### src/rtl/stage5_lane_scheduler.sv
// Round-robin dispatch of message descriptors onto three field-extraction lanes with per-lane done/timeout release.
// Latency: accept in cycle t shows ACTIVE lane, mux control and message_en at t+1; lane_timeout pulses 1 cycle after release.
// Backpressure: msg_ready drops for non-default types while all lanes are ACTIVE; default-type descriptors are always accepted and dropped.
module stage5_lane_scheduler #(
   parameter int MUX_W       = 4,
   parameter int MUX_DEFAULT = 0,
   parameter int TIMEOUT     = 64,
   parameter int CNT_W       = 16
) (
   input  logic             clk,
   input  logic             rst_n,
   input  logic             msg_valid,
   input  logic [MUX_W-1:0] msg_type,
   output logic             msg_ready,
   input  logic [2:0]       lane_done,
   output logic             message_en,
   output logic [MUX_W-1:0] message_mux_control_m1,
   output logic [MUX_W-1:0] message_mux_control_m2,
   output logic [MUX_W-1:0] message_mux_control_m3,
   output logic [2:0]       lane_timeout,
   output logic [CNT_W-1:0] drop_cnt,
   output logic [CNT_W-1:0] timeout_cnt
);

   localparam int               TW    = $clog2(TIMEOUT);
   localparam logic [MUX_W-1:0] DEF   = MUX_W'(MUX_DEFAULT);
   localparam logic [TW-1:0]    TLAST = TW'(TIMEOUT - 1);

   typedef enum logic {L_IDLE = 1'b0, L_ACTIVE = 1'b1} lane_st_t;

   lane_st_t         st_q   [3];
   lane_st_t         st_d   [3];
   logic [MUX_W-1:0] typ_q  [3];
   logic [MUX_W-1:0] typ_d  [3];
   logic [TW-1:0]    tcnt_q [3];
   logic [TW-1:0]    tcnt_d [3];
   logic [1:0]       rr_ptr_q, rr_ptr_d;
   logic [2:0]       lane_timeout_q, lane_timeout_d;
   logic [CNT_W-1:0] drop_cnt_q, drop_cnt_d;
   logic [CNT_W-1:0] timeout_cnt_q, timeout_cnt_d;

   logic [2:0]       idle_vec;
   logic [2:0]       gnt;
   logic             is_def;
   logic             accept;
   logic [1:0]       n_timeouts;
   logic [CNT_W:0]   to_sum;

   // First idle lane at or after rr, wrapping over the three lanes.
   function automatic logic [2:0] pick_lane(input logic [2:0] idle, input logic [1:0] rr);
      logic [2:0] g;
      g = '0;
      for (int k = 0; k < 3; k++) begin
         int idx;
         idx = (int'(rr) + k) % 3;
         if (g == 3'b000 && idle[idx]) g[idx] = 1'b1;
      end
      return g;
   endfunction

   // Ready and grant look only at registered lane state, so a lane freed this cycle is not reusable until the next.
   always_comb begin
      for (int i = 0; i < 3; i++) idle_vec[i] = (st_q[i] == L_IDLE);
      is_def    = (msg_type == DEF);
      msg_ready = is_def | (|idle_vec);
      accept    = msg_valid & msg_ready;
      gnt       = pick_lane(idle_vec, rr_ptr_q);
   end

   // Next-state for lanes, round-robin pointer and saturating statistics.
   always_comb begin
      rr_ptr_d       = rr_ptr_q;
      lane_timeout_d = '0;
      drop_cnt_d     = drop_cnt_q;
      for (int i = 0; i < 3; i++) begin
         st_d[i]   = st_q[i];
         typ_d[i]  = typ_q[i];
         tcnt_d[i] = tcnt_q[i];
         if (st_q[i] == L_ACTIVE) begin
            if (lane_done[i]) begin
               st_d[i]   = L_IDLE;
               typ_d[i]  = DEF;
               tcnt_d[i] = '0;
            end else if (tcnt_q[i] == TLAST) begin
               st_d[i]           = L_IDLE;
               typ_d[i]          = DEF;
               tcnt_d[i]         = '0;
               lane_timeout_d[i] = 1'b1;
            end else begin
               tcnt_d[i] = tcnt_q[i] + TW'(1);
            end
         end else if (accept && !is_def && gnt[i]) begin
            st_d[i]   = L_ACTIVE;
            typ_d[i]  = msg_type;
            tcnt_d[i] = '0;
            rr_ptr_d  = (i == 2) ? 2'd0 : 2'(i + 1);
         end
      end
      if (accept && is_def && drop_cnt_q != {CNT_W{1'b1}}) drop_cnt_d = drop_cnt_q + CNT_W'(1);
      n_timeouts = 2'({1'b0, lane_timeout_d[0]} + {1'b0, lane_timeout_d[1]} + {1'b0, lane_timeout_d[2]});
      to_sum     = {1'b0, timeout_cnt_q} + (CNT_W+1)'(n_timeouts);
      timeout_cnt_d = to_sum[CNT_W] ? {CNT_W{1'b1}} : to_sum[CNT_W-1:0];
   end

   // State registers; reset abandons in-flight messages without a timeout pulse.
   always_ff @(posedge clk or negedge rst_n) begin
      if (!rst_n) begin
         for (int i = 0; i < 3; i++) begin
            st_q[i]   <= L_IDLE;
            typ_q[i]  <= DEF;
            tcnt_q[i] <= '0;
         end
         rr_ptr_q       <= 2'd0;
         lane_timeout_q <= '0;
         drop_cnt_q     <= '0;
         timeout_cnt_q  <= '0;
      end else begin
         for (int i = 0; i < 3; i++) begin
            st_q[i]   <= st_d[i];
            typ_q[i]  <= typ_d[i];
            tcnt_q[i] <= tcnt_d[i];
         end
         rr_ptr_q       <= rr_ptr_d;
         lane_timeout_q <= lane_timeout_d;
         drop_cnt_q     <= drop_cnt_d;
         timeout_cnt_q  <= timeout_cnt_d;
      end
   end

   // Outputs come straight from registers; idle lanes already hold the default code.
   assign message_en             = (st_q[0] == L_ACTIVE) | (st_q[1] == L_ACTIVE) | (st_q[2] == L_ACTIVE);
   assign message_mux_control_m1 = typ_q[0];
   assign message_mux_control_m2 = typ_q[1];
   assign message_mux_control_m3 = typ_q[2];
   assign lane_timeout           = lane_timeout_q;
   assign drop_cnt               = drop_cnt_q;
   assign timeout_cnt            = timeout_cnt_q;

endmodule
### config.mk
export PLATFORM = sky130hd
export DESIGN_NAME = stage5_lane_scheduler
export DESIGN_NICKNAME = d
export VERILOG_FILES = /design/src/rtl/stage5_lane_scheduler.sv
export SDC_FILE = /design/constraint.sdc
export NUM_CORES = 1
export LEC_CHECK = 0
export CELL_PAD_IN_SITES_DETAIL_PLACEMENT = 1
export CELL_PAD_IN_SITES_GLOBAL_PLACEMENT = 1
export CORE_MARGIN = 1.5
export CORE_UTILIZATION = 42
export CTS_CLUSTER_SIZE = 8
export DETAILED_ROUTE_END_ITERATION = 10
export PLACE_DENSITY = 0.78
export SETUP_SLACK_MARGIN = 0.05
export SLEW_MARGIN = 15
export SYNTH_ARGS = -nofsm -noshare
export SYNTH_HDL_FRONTEND = slang
export SYNTH_SLANG_ARGS = --single-unit
### constraint.sdc
create_clock -name clk -period 3.75 [get_ports clk]
set_input_delay 0.75 -clock clk [delete_from_list [all_inputs] [get_ports clk]]
set_output_delay 0.75 -clock clk [all_outputs]
set_load 0.02 [all_outputs]
; Word level (Yosys, flattened, before mapping)
; Cells that the tools add are included.
[classes]
add_sub_neg = 9
n_div = 3
order_cmp = 6
n_eq_ne = 7
n_mux = 70
bitwise = 9
n_reduce_logical = 22
[ops]
columns = operator, count
row1 = "32-bit by 1-bit greater-or-equal comparator with 1-bit output, second input constant", 3
row2 = "32-bit by 4-bit less-than comparator with 1-bit output, second input constant", 3
row3 = 6-bit 2-to-1 mux, 12
row4 = "32-bit by 3-bit modulo with 32-bit output, second input constant", 2
row5 = 4-bit 2-to-1 mux, 12
row6 = "3-bit by 3-bit modulo with 32-bit output, second input constant", 1
row7 = 1-bit 2-to-1 mux, 30
row8 = "6-bit by 1-bit adder with 6-bit output, second input constant", 3
row9 = "6-bit equality test, second input constant", 3
row10 = 16-bit by 2-bit adder with 17-bit output, 1
row11 = "16-bit by 1-bit adder with 16-bit output, second input constant", 1
row12 = 16-bit 2-to-1 mux, 1
row13 = "16-bit inequality test, second input constant", 1
row14 = 2-bit 2-to-1 mux, 6
row15 = 1-bit logical AND, 11
row16 = 3-bit 2-to-1 mux, 3
row17 = "3-bit by 2-bit inequality test with 1-bit output, second input constant", 3
row18 = 1-bit binary-select mux with 2-bit select, 3
row19 = 1-bit demux with 2-bit select, 3
row20 = 3-bit zero test, 2
row21 = 3-bit bitwise OR, 2
row22 = 2-bit AND reduction, 3
row23 = 2-bit nonzero test, 3
row24 = 4-bit zero test, 1
row25 = 9 further kinds, 13
[word_totals]
regBits = 70
out_inout_bits = 49

; Longest topological paths before layout
; Gate-level depths: netlist of run 1.
[logic_depth]
word_depth = 19
mapped_depth = 14
ltp_nobuf = 13

; Worst setup path before layout of run 1
; No wires, ideal clock.
[synth_timing]
path_kind = input port to flip-flop
from = in lane_done[0]
to = reg timeout_cnt_q[13], in the netlist timeout_cnt[13]
setup_ps = 130
arrival_ps = 3219
setup_slack_ps = 401
cell_stages = 12
path_cell_list = nand2b_1 nor2_1 fa_1 ha_1 fa_1 and3_1 nand3_1 nor3_1 and3_1 nand3_1 clkbuf_1 nand2_1
[synth_via]
elab_chain_cells = 6
[synth_rtl]
columns = item, line_no
row1 = start: declaration, 15  ; input logic [2:0] lane_done,
row2 = 1-bit 2-to-1 mux, 80  ; if (lane_done[i]) begin
row3 = 1-bit 2-to-1 mux, 79  ; if (st_q[i] == L_ACTIVE) begin
row4 = net lane_timeout_d[0], 38  ; logic [2:0] lane_timeout_q, lane_timeout_d;
row5 = 1-bit by 1-bit adder with 2-bit output, 100  ; n_timeouts = 2'({1'b0, lane_timeout_d[0]} + {1'b0, lane_timeout_d[1]} + {1'b0, lane_timeout_d[2]});
row6 = 2-bit by 1-bit adder with 2-bit output, 100
row7 = 16-bit by 2-bit adder with 17-bit output, 101  ; to_sum = {1'b0, timeout_cnt_q} + (CNT_W+1)'(n_timeouts);
row8 = 16-bit 2-to-1 mux, 102  ; timeout_cnt_d = to_sum[CNT_W] ? {CNT_W{1'b1}} : to_sum[CNT_W-1:0];
row9 = net timeout_cnt_d[13], 40  ; logic [CNT_W-1:0] timeout_cnt_q, timeout_cnt_d;
row10 = end signal: assignment, 126  ; timeout_cnt_q <= timeout_cnt_d;
row11 = end: declaration, 40
; The timed path passes the listed nets, and every way through them passes these cells.
; A chain may end at the register's enable or synchronous reset.

; Worst setup path after layout of run 1
[layout_timing]
from = in lane_done[2]
to = reg timeout_cnt_q[1], in the netlist timeout_cnt[1]
[layout_via]
elab_chain_cells = 5
[layout_rtl]
columns = item, line_no
row1 = 1-bit 2-to-1 mux, 80
row2 = 1-bit 2-to-1 mux, 79
row3 = net lane_timeout_d[2], 38
row4 = 2-bit by 1-bit adder with 2-bit output, 100
row5 = 16-bit by 2-bit adder with 17-bit output, 101
row6 = 16-bit 2-to-1 mux, 102
row7 = net timeout_cnt_d[1], 40
; The timed path passes the listed nets, and every way through them passes these cells.

==> results of run 1 <==
sequential cells by signal (all words and copies together) (netlist names):
| signal | flops |
|---|---|
| drop_cnt | 16 |
| timeout_cnt | 16 |
| rr_ptr_q | 2 |
| message_mux_control_m2 | 4 |
| st_q | 3 |
| message_mux_control_m1 | 4 |
| tcnt_q | 18 |
| lane_timeout | 3 |
| message_mux_control_m3 | 4 |
power breakdown:
group	internal (mW)	switching, mW	leakage (nW)
sequential	0.893	0.135	0.930
clock	0.243	0.311	0.0751
combinational	0.652	0.920	1.17
metrics by stage:
stage,hold slack [ps],worst slack [ps],instances,instance area (sq um),TNS (ps)
final,404.5,320.9,616,4995,0
after global routing,446.1,80.06,616,4995,0
after CTS,500.7,310.3,616,4992,0
after detailed placement,486.0,-50.26,600,4817,-288.5
after global placement,485.6,26.73,600,4817,0
after floorplan,454.4,401.2,403,4023,0
worst register-to-register path, delay by kind of cell, from the launching register on:
family        cells  cell delay (ps)
fa+ha+maj         4             1300
buf+inv           1              180
flops             1              390
simple gates      9             1390
routing by layer:
layer	track usage, %	vias to the layer above	wire length (um)
met1	27.34	1723	4612
met2	37.63	61	5197
met4	7.584	0	159
met3	4.161	12	436
met5	0	-	0
li1	-	1601	-
placed cells by master, fill, tap and decap left out, drive strengths merged, types with 5 or more instances in the layout:
cell | netlist | routed
a21oi | 22 | 22
a31oi | 7 | 7
and3 | 8 | 8
a32oi | 5 | 5
o22ai | 7 | 7
o21ai | 17 | 17
nand3 | 28 | 28
o21a | 6 | 6
buf | 5 | 22
clkbuf | 6 | 10
clkdlybuf4s50 | 0 | 57
dfrtp | 70 | 70
xnor2 | 17 | 17
nand2 | 45 | 45
nor3 | 7 | 7
nand2b | 11 | 11
nor2 | 28 | 28
ha | 10 | 10
inv | 19 | 20
nand4b | 5 | 5
mux2 | 6 | 6
nor2b | 8 | 8
xor2 | 10 | 10
nand4 | 5 | 5
final timing paths:
kind	from	slack, ps	endpoint
max	lane_done[2]	320	timeout_cnt[1]$_DFF_PN0_
min	rst_n	400	message_mux_control_m1[1]$_DFFE_PN0P_
max in group asynchronous	rst_n	2710	tcnt_q[11]$_DFFE_PN0P_
max reg2reg	tcnt_q[0]$_DFFE_PN0P_	400	timeout_cnt[1]$_DFF_PN0_
min reg2reg	drop_cnt[15]$_DFFE_PN0P_	500	drop_cnt[15]$_DFFE_PN0P_
min in group clk	drop_cnt[15]$_DFFE_PN0P_	500	drop_cnt[15]$_DFFE_PN0P_
cells by family after synthesis:
family                   after synthesis  share of synthesized area [%]
AO/OA/AOI/OAI                         93                          18.88
multiplexers                           8                          2.364
buffers and inverters                 30                          4.261
XOR/XNOR                              27                          5.879
adder cells (fa/ha/maj)               12                          4.106
AND/OR/NAND/NOR                      163                          20.96
flip-flops                            70                          43.55
layout make-up:
| cell class | count | area, sq um |
|---|---|---|
| Clock inverter | 6 | 47.55 |
| Clock buffer | 10 | 127.6 |
| Fill cell | 1096 | 4289 |
| Inverter | 19 | 71.32 |
| Tap cell | 129 | 161.4 |
| Multi-Input combinational cell | 303 | 2100 |
| Sequential cell | 70 | 1752 |
| Timing Repair Buffer | 79 | 735.7 |
==> results.py, run 1 <==
metrics = {
    "synth": {
        "synth_edf_count": 0,
        "synth_common_cells": "dfrtp_1 (70), nand2_1 (45), nand3_1 (28), nor2_1 (28), inv_1 (18)",
        "async_reset_ff_share_pct": 100.0,
        "synth.most_common_cell": "dfrtp_1",
        "synth_area_per_cell_sq_um": 9.982,
        "yosysUniqueCellTypes": 73,
        "synth_area_leader_cell": "dfrtp_1",
        "yosys_register_bits": 70,
        "yosysWarningCount": 0,
        "netlist.area_leader.share_pct": 43.55,
        "syn-num-nets": 425,
        "yosysSeqAreaShare_pct": 43.55,
        "synth_area_sq_um": 4023,
        "ys.flop_type": "dfrtp_1",
        "yosys-top-cells-area": "dfrtp_1 (44%), nand2_1 (4.2%), xnor2_1 (3.7%)",
        "synth_cells": 403,
    },
    "floorplanning": {
        "die-area_sq_um": 10170,
        "core-area_sq_um": 9284,
        "fp.dieH_um": 100.9,
        "io_pins": 59,
        "rows": 35,
        "initial_core_util_pct": 43.33,
        "die_w_um": 100.9,
    },
    "setup_path": {
        "crit_buf_inv": 2,
        "worst_setup_path_start_kind": "primary input",
        "worstPathMaxFanout": 8,
        "cp_data_required_time_ps": 3990,
        "worst-path-stages": 13,
        "rr_worst_depth": 14,
        "cpMaxStageDelayCell": "fa_1",
        "crit_path_end_kind": "flip-flop",
        "path_class": "primary input to flip-flop",
        "crit_path_cell_trace": "clkdlybuf4s50_1, nand2b_1, nor2_1, fa_1, ha_1, fa_1, and3_1, nand3_1, nor3_1, and3_1, nand3_1, buf_4, nand2b_1",
        "max_stage_delay_ps": 470,
        "crit_arrival_ps": 3670,
        "crit_family": "simple AND/OR/NAND/NOR gates",
    },
    "outcome": {
        "outcome": "finished clean",
    },
    "placement": {
        "hpwl_um": 7542,
        "gp_congestion": 0.8184,
        "io_buffers": 58,
    },
    "drt": {
        "num_vias": 3397,
        "ant_nets": 0,
        "drc": 0,
        "vias_per_cell": 5.515,
        "detail_route.wl_per_cell_um": 16.89,
        "drt_iter0_markers": 110,
        "wirelength_um": 10410,
        "firstDrtPassIters": 4,
    },
    "power": {
        "vdd_ir_drop_max_v": 0.0002504,
        "leakage_nw": 2.178,
        "finalPower_mw": 3.154,
        "power_density_nw_per_um2": 631.4,
    },
    "cells_and_area": {
        "layout.nets": 504,
        "drive_above_1_share_pct": 14.99,
        "area_growth_pct": 24.17,
        "antenna_cells": 0,
        "final_util_pct": 53.80,
    },
    "sta": {
        "fin_crit_sh_pct": 91.44,
        "fin_crit_ps": 3429,
        "fmax_ghz": 0.2916,
        "rsz0062_at_grt": "false",
        "setup-violations-final": 0,
        "drv_slew": 0,
        "fin_worst_skew_ps": 12.51,
        "tightest_slew_ps": 992.3,
        "final-hold-violation-count": 0,
        "max_slew_margin_pct": 33.64,
    },
    "clock_tree": {
        "tritoncts": "done",
        "cts.sinks": 70,
        "post_cts_resized": 0,
        "ctsHoldBuffers": 0,
        "clk_latency_ps": 350,
        "cts_max_path_buffers": 2,
        "cts_buffers": 9,
        "cts_root_buf": "clkbuf_8",
        "clk_pin_slew_ps": 90,
        "post_cts_buffers": 0,
        "htree_levels": 3,
    },
    "global_routing": {
        "grt_overflow": 0,
        "antenna_found_initial": 0,
        "grt_first_pass_wirelength_um": 17530,
        "grt_use_total_pct": 21.82,
        "grt_pass1_vias": 3574,
        "grt_max_degree": 47,
    },
    "min_path": {
        "min_path_type": "primary input to asynchronous set/reset pin",
    },
    "job": {
        "maxCapViolations": 0,
    },
}
No activity file was read; power rests on OpenSTA's default activity.
==> inputs of run 2 (changes only) <==
--- a/config.mk
+++ b/config.mk
@@ -8,10 +8,10 @@
 export CELL_PAD_IN_SITES_DETAIL_PLACEMENT = 1
 export CELL_PAD_IN_SITES_GLOBAL_PLACEMENT = 1
 export CORE_MARGIN = 1.5
-export CORE_UTILIZATION = 42
+export CORE_UTILIZATION = 30
 export CTS_CLUSTER_SIZE = 8
 export DETAILED_ROUTE_END_ITERATION = 10
-export PLACE_DENSITY = 0.78
+export PLACE_DENSITY = 0.58
 export SETUP_SLACK_MARGIN = 0.05
 export SLEW_MARGIN = 15
 export SYNTH_ARGS = -nofsm -noshare
==> run 2 against run 1 <==
  * Final cell count grew 7.8%
  * Sequential share of layout area shrank 1.5 points
  * Sequential power is essentially flat
  * Die area grew 39%
  * Largest cell class unchanged
  * Clock power grew 68%
  * Hold slack gained 98 ps
  * Combinational power is essentially flat
==> results.py, run 2 (synthesis results as in run 1) <==
metrics = {
    "outcome": {
        "outcome": "finished clean",
    },
    "cells_and_area": {
        "drive_above_1_share_pct": 15.37,
        "layout.nets": 505,
        "antenna_cells": 0,
        "final_area_sq_um": 5214,
        "most-common-layout-cells": "dfrtp_1 (70), clkdlybuf4s50_1 (57), nand2_1 (45)",
        "largest_reg_flops": 18,
        "final_cells": 664,
        "fill_cells": 1492,
        "layout_commonest_cell": "dfrtp_1",
        "area_growth_pct": 29.61,
        "top_register": "tcnt_q",
    },
    "drt": {
        "firstDrtPassIters": 4,
        "wl_met2_um": 5340,
        "routed.top_layer": "met4",
        "drc": 0,
        "detail_route.wl_per_cell_um": 16.61,
        "met1_length_um": 5113,
        "met3_wirelength_um": 455,
        "wirelength_um": 11030,
        "num_vias": 3347,
        "drt_iter0_markers": 131,
        "vias_per_cell": 5.041,
        "ant_nets": 0,
    },
    "power": {
        "vdd_ir_drop_max_v": 0.0001964,
        "leakage_nw": 2.268,
        "p_int_mw": 2.151,
        "swShare_pct": 39.18,
        "clkPwrFrac_pct": 26.4,
        "comb_power_share_pct": 45.0,
        "power_density_nw_per_um2": 678.5,
        "p_sw_mw": 1.386,
        "finalPower_mw": 3.537,
        "seqPwrFrac_pct": 28.6,
    },
    "placement": {
        "dp.cells": 648,
        "place_area_sq_um": 4883,
        "place_ws_ps": -90.46,
        "gp_congestion": 0.7541,
        "hpwl_um": 7994,
        "io_buffers": 58,
    },
    "min_path": {
        "whs_endpoint": "tcnt_q[0]$_DFFE_PN0P_",
        "holdPathStages": 1,
        "hp-start": "tcnt_q[0]$_DFFE_PN0P_",
        "min_path_type": "flip-flop to flip-flop",
    },
    "floorplanning": {
        "io_pins": 59,
        "initial_core_util_pct": 30.62,
        "fp.dieH_um": 118.8,
        "core-area_sq_um": 13140,
        "die-area_sq_um": 14110,
        "die_w_um": 118.8,
        "rows": 42,
    },
    "global_routing": {
        "grt_max_degree": 71,
        "grt_first_pass_wirelength_um": 18820,
        "grt_overflow": 0,
        "grt_use_total_pct": 16.57,
        "antenna_found_initial": 0,
        "grt_pass1_vias": 3651,
    },
    "setup_path": {
        "cp_data_required_time_ps": 3970,
        "reg2reg_slack_ps": 360,
        "crit_path_start": "lane_done[0]",
        "rr_worst_depth": 14,
        "path_class": "primary input to flip-flop",
        "worst_setup_path_start_kind": "primary input",
        "crit_arrival_ps": 3710,
        "crit_path_end_kind": "flip-flop",
        "r2r-start": "tcnt_q[0]$_DFFE_PN0P_",
        "r2r-end": "timeout_cnt[0]$_DFF_PN0_",
        "worstPathMaxFanout": 8,
    },
    "clock_tree": {
        "ctsHoldBuffers": 0,
        "post_cts_buffers": 0,
        "cts.sinks": 70,
        "cts_max_path_buffers": 2,
        "htree_levels": 3,
        "cts_buffers": 9,
        "clk_latency_ps": 330,
        "tritoncts": "done",
        "cts_root_buf": "clkbuf_16",
        "clk_pin_slew_ps": 60,
        "post_cts_resized": 0,
    },
    "sta": {
        "fmax_ghz": 0.2861,
        "holdWs_ps": 502.3,
        "fin_crit_sh_pct": 93.22,
        "setup-violations-final": 0,
        "rsz0062_at_grt": "false",
        "tightest_slew_ps": 992.7,
        "max_slew_margin_pct": 33.61,
        "final-hold-violation-count": 0,
        "drv_slew": 0,
        "fin_worst_skew_ps": 4.042,
        "setup_slack_ps": 254.3,
        "fin_crit_ps": 3496,
    },
    "job": {
        "maxCapViolations": 0,
    },
}
run 2: changes by cell type in the layout (fill, tap and decap cells not counted), moves of 2 or more:
cell / before / now
bufinv_16: 0 / 2
clkbuf_8: 9 / 1
clkinvlp_4: 4 / 0
clkbuf_16: 0 / 9
run 2: power groups by stage:
stage	Clock, mW	Sequential [mW]	Combinational [mW]
after detailed placement	0	1.03	1.60
final	0.933	1.01	1.59
after global placement	0	1.02	1.56
after floorplan	0	1.09	1.08
after CTS	0.955	1.02	1.61
after global routing	0.987	1.03	1.75
run 2: cell type report:
type	count	area [sq um]	area share [%]
Sequential cell	70	1752	33.60
Clock inverter	5	82.58	1.584
Inverter	19	71.32	1.368
Tap cell	176	220.2	4.224
Timing Repair Buffer	80	740.7	14.21
Multi-Input combinational cell	303	2105	40.36
Clock buffer	11	242.7	4.656
run 2: per-stage QoR:
| step | util [%] | setup TNS, ps |
|---|---|---|
| after floorplan | - | 0 |
| after global placement | 37.17 | -7.716 |
| after detailed placement | 37.17 | -931.8 |
| after CTS | 39.65 | 0 |
| after global routing | 39.69 | 0 |
| final | 39.69 | 0 |
run 2: worst max-delay path, stage by stage:
cell,delay [ps]
clkdlybuf4s50_1,500
nand2b_1,190
nor2_1,70
buf_4,140
fa_1,460
ha_1,230
fa_1,400
and3_1,220
nand3_1,130
nor3_2,60
and3_1,190
nand3_1,130
buf_4,170
nand2b_1,60
run 2: how the worst max path moves through the flow:
stage          slack (ps)  cells past startpoint                   endpoint
3_3_place_gp           -4                     14   timeout_cnt[0]$_DFF_PN0_
3_5_place_dp          -90                     14   timeout_cnt[6]$_DFF_PN0_
2_1_floorplan         400                     12  timeout_cnt[13]$_DFF_PN0_
6_report              250                     14   timeout_cnt[0]$_DFF_PN0_
5_1_grt                50                     14   timeout_cnt[6]$_DFF_PN0_
4_1_cts               220                     14   timeout_cnt[0]$_DFF_PN0_
run 2: metal layers:
metal / up-vias / global-route usage, %
met2: 57 / 27.98
met1: 1676 / 21.05
met5: - / 0
met3: 9 / 4.633
li1: 1605 / -
met4: 0 / 3.916
==> inputs of run 3 (changes only) <==
--- a/config.mk
+++ b/config.mk
@@ -11,6 +11,7 @@
 export CORE_UTILIZATION = 30
 export CTS_CLUSTER_SIZE = 8
 export DETAILED_ROUTE_END_ITERATION = 10
+export MAX_ROUTING_LAYER = met4
 export PLACE_DENSITY = 0.58
 export SETUP_SLACK_MARGIN = 0.05
 export SLEW_MARGIN = 15
==> run 3 against run 2 <==
  * Hold slack is essentially flat
  * Register-to-register slack barely moved
  * Global-route usage up 0.51 points
  * Largest cell class unchanged
  * Highest routed layer unchanged
==> results.py, run 3 (synthesis results as in run 1) <==
metrics = {
    "outcome": {
        "outcome": "finished clean",
    },
    "cells_and_area": {
        "multiInputGateArea_sq_um": 2105,
        "top_register": "tcnt_q",
        "seq_area_sq_um": 1752,
        "area_growth_pct": 29.61,
        "layout.nets": 505,
        "final_util_pct": 39.69,
        "layout_commonest_cell": "dfrtp_1",
        "largest_reg_flops": 18,
        "final_cells": 664,
        "fill_cells": 1492,
        "drive_above_1_share_pct": 15.37,
        "most-common-layout-cells": "dfrtp_1 (70), clkdlybuf4s50_1 (57), nand2_1 (45)",
        "final_area_sq_um": 5214,
        "antenna_cells": 0,
    },
    "min_path": {
        "min_path_type": "flip-flop to flip-flop",
    },
    "power": {
        "power_density_nw_per_um2": 678.3,
        "vdd_ir_drop_max_v": 0.0001955,
        "finalPower_mw": 3.536,
        "leakage_nw": 2.268,
    },
    "setup_path": {
        "cpMaxStageDelayCell": "clkdlybuf4s50_1",
        "crit_arrival_ps": 3720,
        "max_stage_delay_ps": 500,
        "worst_setup_path_start_kind": "primary input",
        "path_class": "primary input to flip-flop",
        "worstPathMaxFanout": 8,
        "cp_data_required_time_ps": 3970,
        "crit_family": "adder cells",
        "crit_path_cell_trace": "clkdlybuf4s50_1, nand2b_1, nor2_1, buf_4, fa_1, ha_1, fa_1, and3_1, nand3_1, nor3_2, and3_1, nand3_1, buf_4, nand2b_1",
        "crit_buf_inv": 3,
        "crit_path_end_kind": "flip-flop",
    },
    "drt": {
        "firstDrtPassIters": 4,
        "drt_iter0_markers": 133,
        "ant_nets": 0,
        "vias_per_cell": 5.062,
        "wirelength_um": 11010,
        "drc": 0,
        "num_vias": 3361,
        "detail_route.wl_per_cell_um": 16.58,
    },
    "clock_tree": {
        "cts_max_path_buffers": 2,
        "cts_buffers": 9,
        "ctsHoldBuffers": 0,
        "tritoncts": "done",
        "post_cts_buffers": 0,
        "cts_root_buf": "clkbuf_16",
        "post_cts_resized": 0,
        "cts.sinks": 70,
        "clk_latency_ps": 330,
        "clk_pin_slew_ps": 60,
        "htree_levels": 3,
    },
    "global_routing": {
        "grt_use_met3_pct": 4.344,
        "grt_max_degree": 71,
        "grt_use_total_pct": 17.08,
        "use_met1_pct": 21.32,
        "grt_first_pass_wirelength_um": 18860,
        "grt_pass1_vias": 3640,
        "grt_overflow": 0,
        "use_met2_pct": 27.98,
        "antenna_found_initial": 0,
        "grt_busiest_layer": "met2",
    },
    "placement": {
        "io_buffers": 58,
        "place_ws_ps": -90.46,
        "hpwl_um": 7994,
        "place_area_sq_um": 4883,
        "gp_congestion": 0.7639,
        "dp.cells": 648,
    },
    "sta": {
        "final-hold-violation-count": 0,
        "fin_crit_ps": 3501,
        "fmax_ghz": 0.2856,
        "setup_slack_ps": 249.1,
        "tightest_slew_ps": 995.7,
        "fin_crit_sh_pct": 93.36,
        "fin_worst_skew_ps": 4.805,
        "setup-violations-final": 0,
        "fin_setup_tns_ps": 0,
        "max_slew_margin_pct": 33.41,
        "holdWs_ps": 502.4,
        "drv_slew": 0,
        "rsz0062_at_grt": "false",
    },
    "floorplanning": {
        "die_w_um": 118.8,
        "rows": 42,
        "fp.dieH_um": 118.8,
        "core-area_sq_um": 13140,
        "initial_core_util_pct": 30.62,
        "io_pins": 59,
        "die-area_sq_um": 14110,
    },
    "job": {
        "maxCapViolations": 0,
    },
}
## run 3: area by class of cell
class | instances | area share, %
Tap cell | 176 | 4.224
Clock inverter | 5 | 1.584
Clock buffer | 11 | 4.656
Inverter | 19 | 1.368
Multi-Input combinational cell | 303 | 40.36
Sequential cell | 70 | 33.60
Timing Repair Buffer | 80 | 14.21
## run 3: routing by layer
metal  vias up  routed length (um)
met5         -                   0
met4         0                 109
met2        54                5377
met3         9                 386
met1      1693                5139
li1       1605                   -
## run 3: where the power goes
part	switching [mW]	internal, mW
Sequential	0.118	0.895
Clock	0.330	0.602
Combinational	0.937	0.654
Total	1.38	2.15
## run 3: final timing paths
check	start	end	slack, ps	cells past startpoint
max reg2reg	tcnt_q[0]$_DFFE_PN0P_	timeout_cnt[0]$_DFF_PN0_	370	14
min	tcnt_q[0]$_DFFE_PN0P_	tcnt_q[0]$_DFFE_PN0P_	500	1
min reg2reg	tcnt_q[0]$_DFFE_PN0P_	tcnt_q[0]$_DFFE_PN0P_	500	1
max	lane_done[0]	timeout_cnt[0]$_DFF_PN0_	250	14
max in group asynchronous	rst_n	message_mux_control_m1[3]$_DFFE_PN0P_	2520	2
min in group asynchronous	rst_n	drop_cnt[9]$_DFFE_PN0P_	620	2
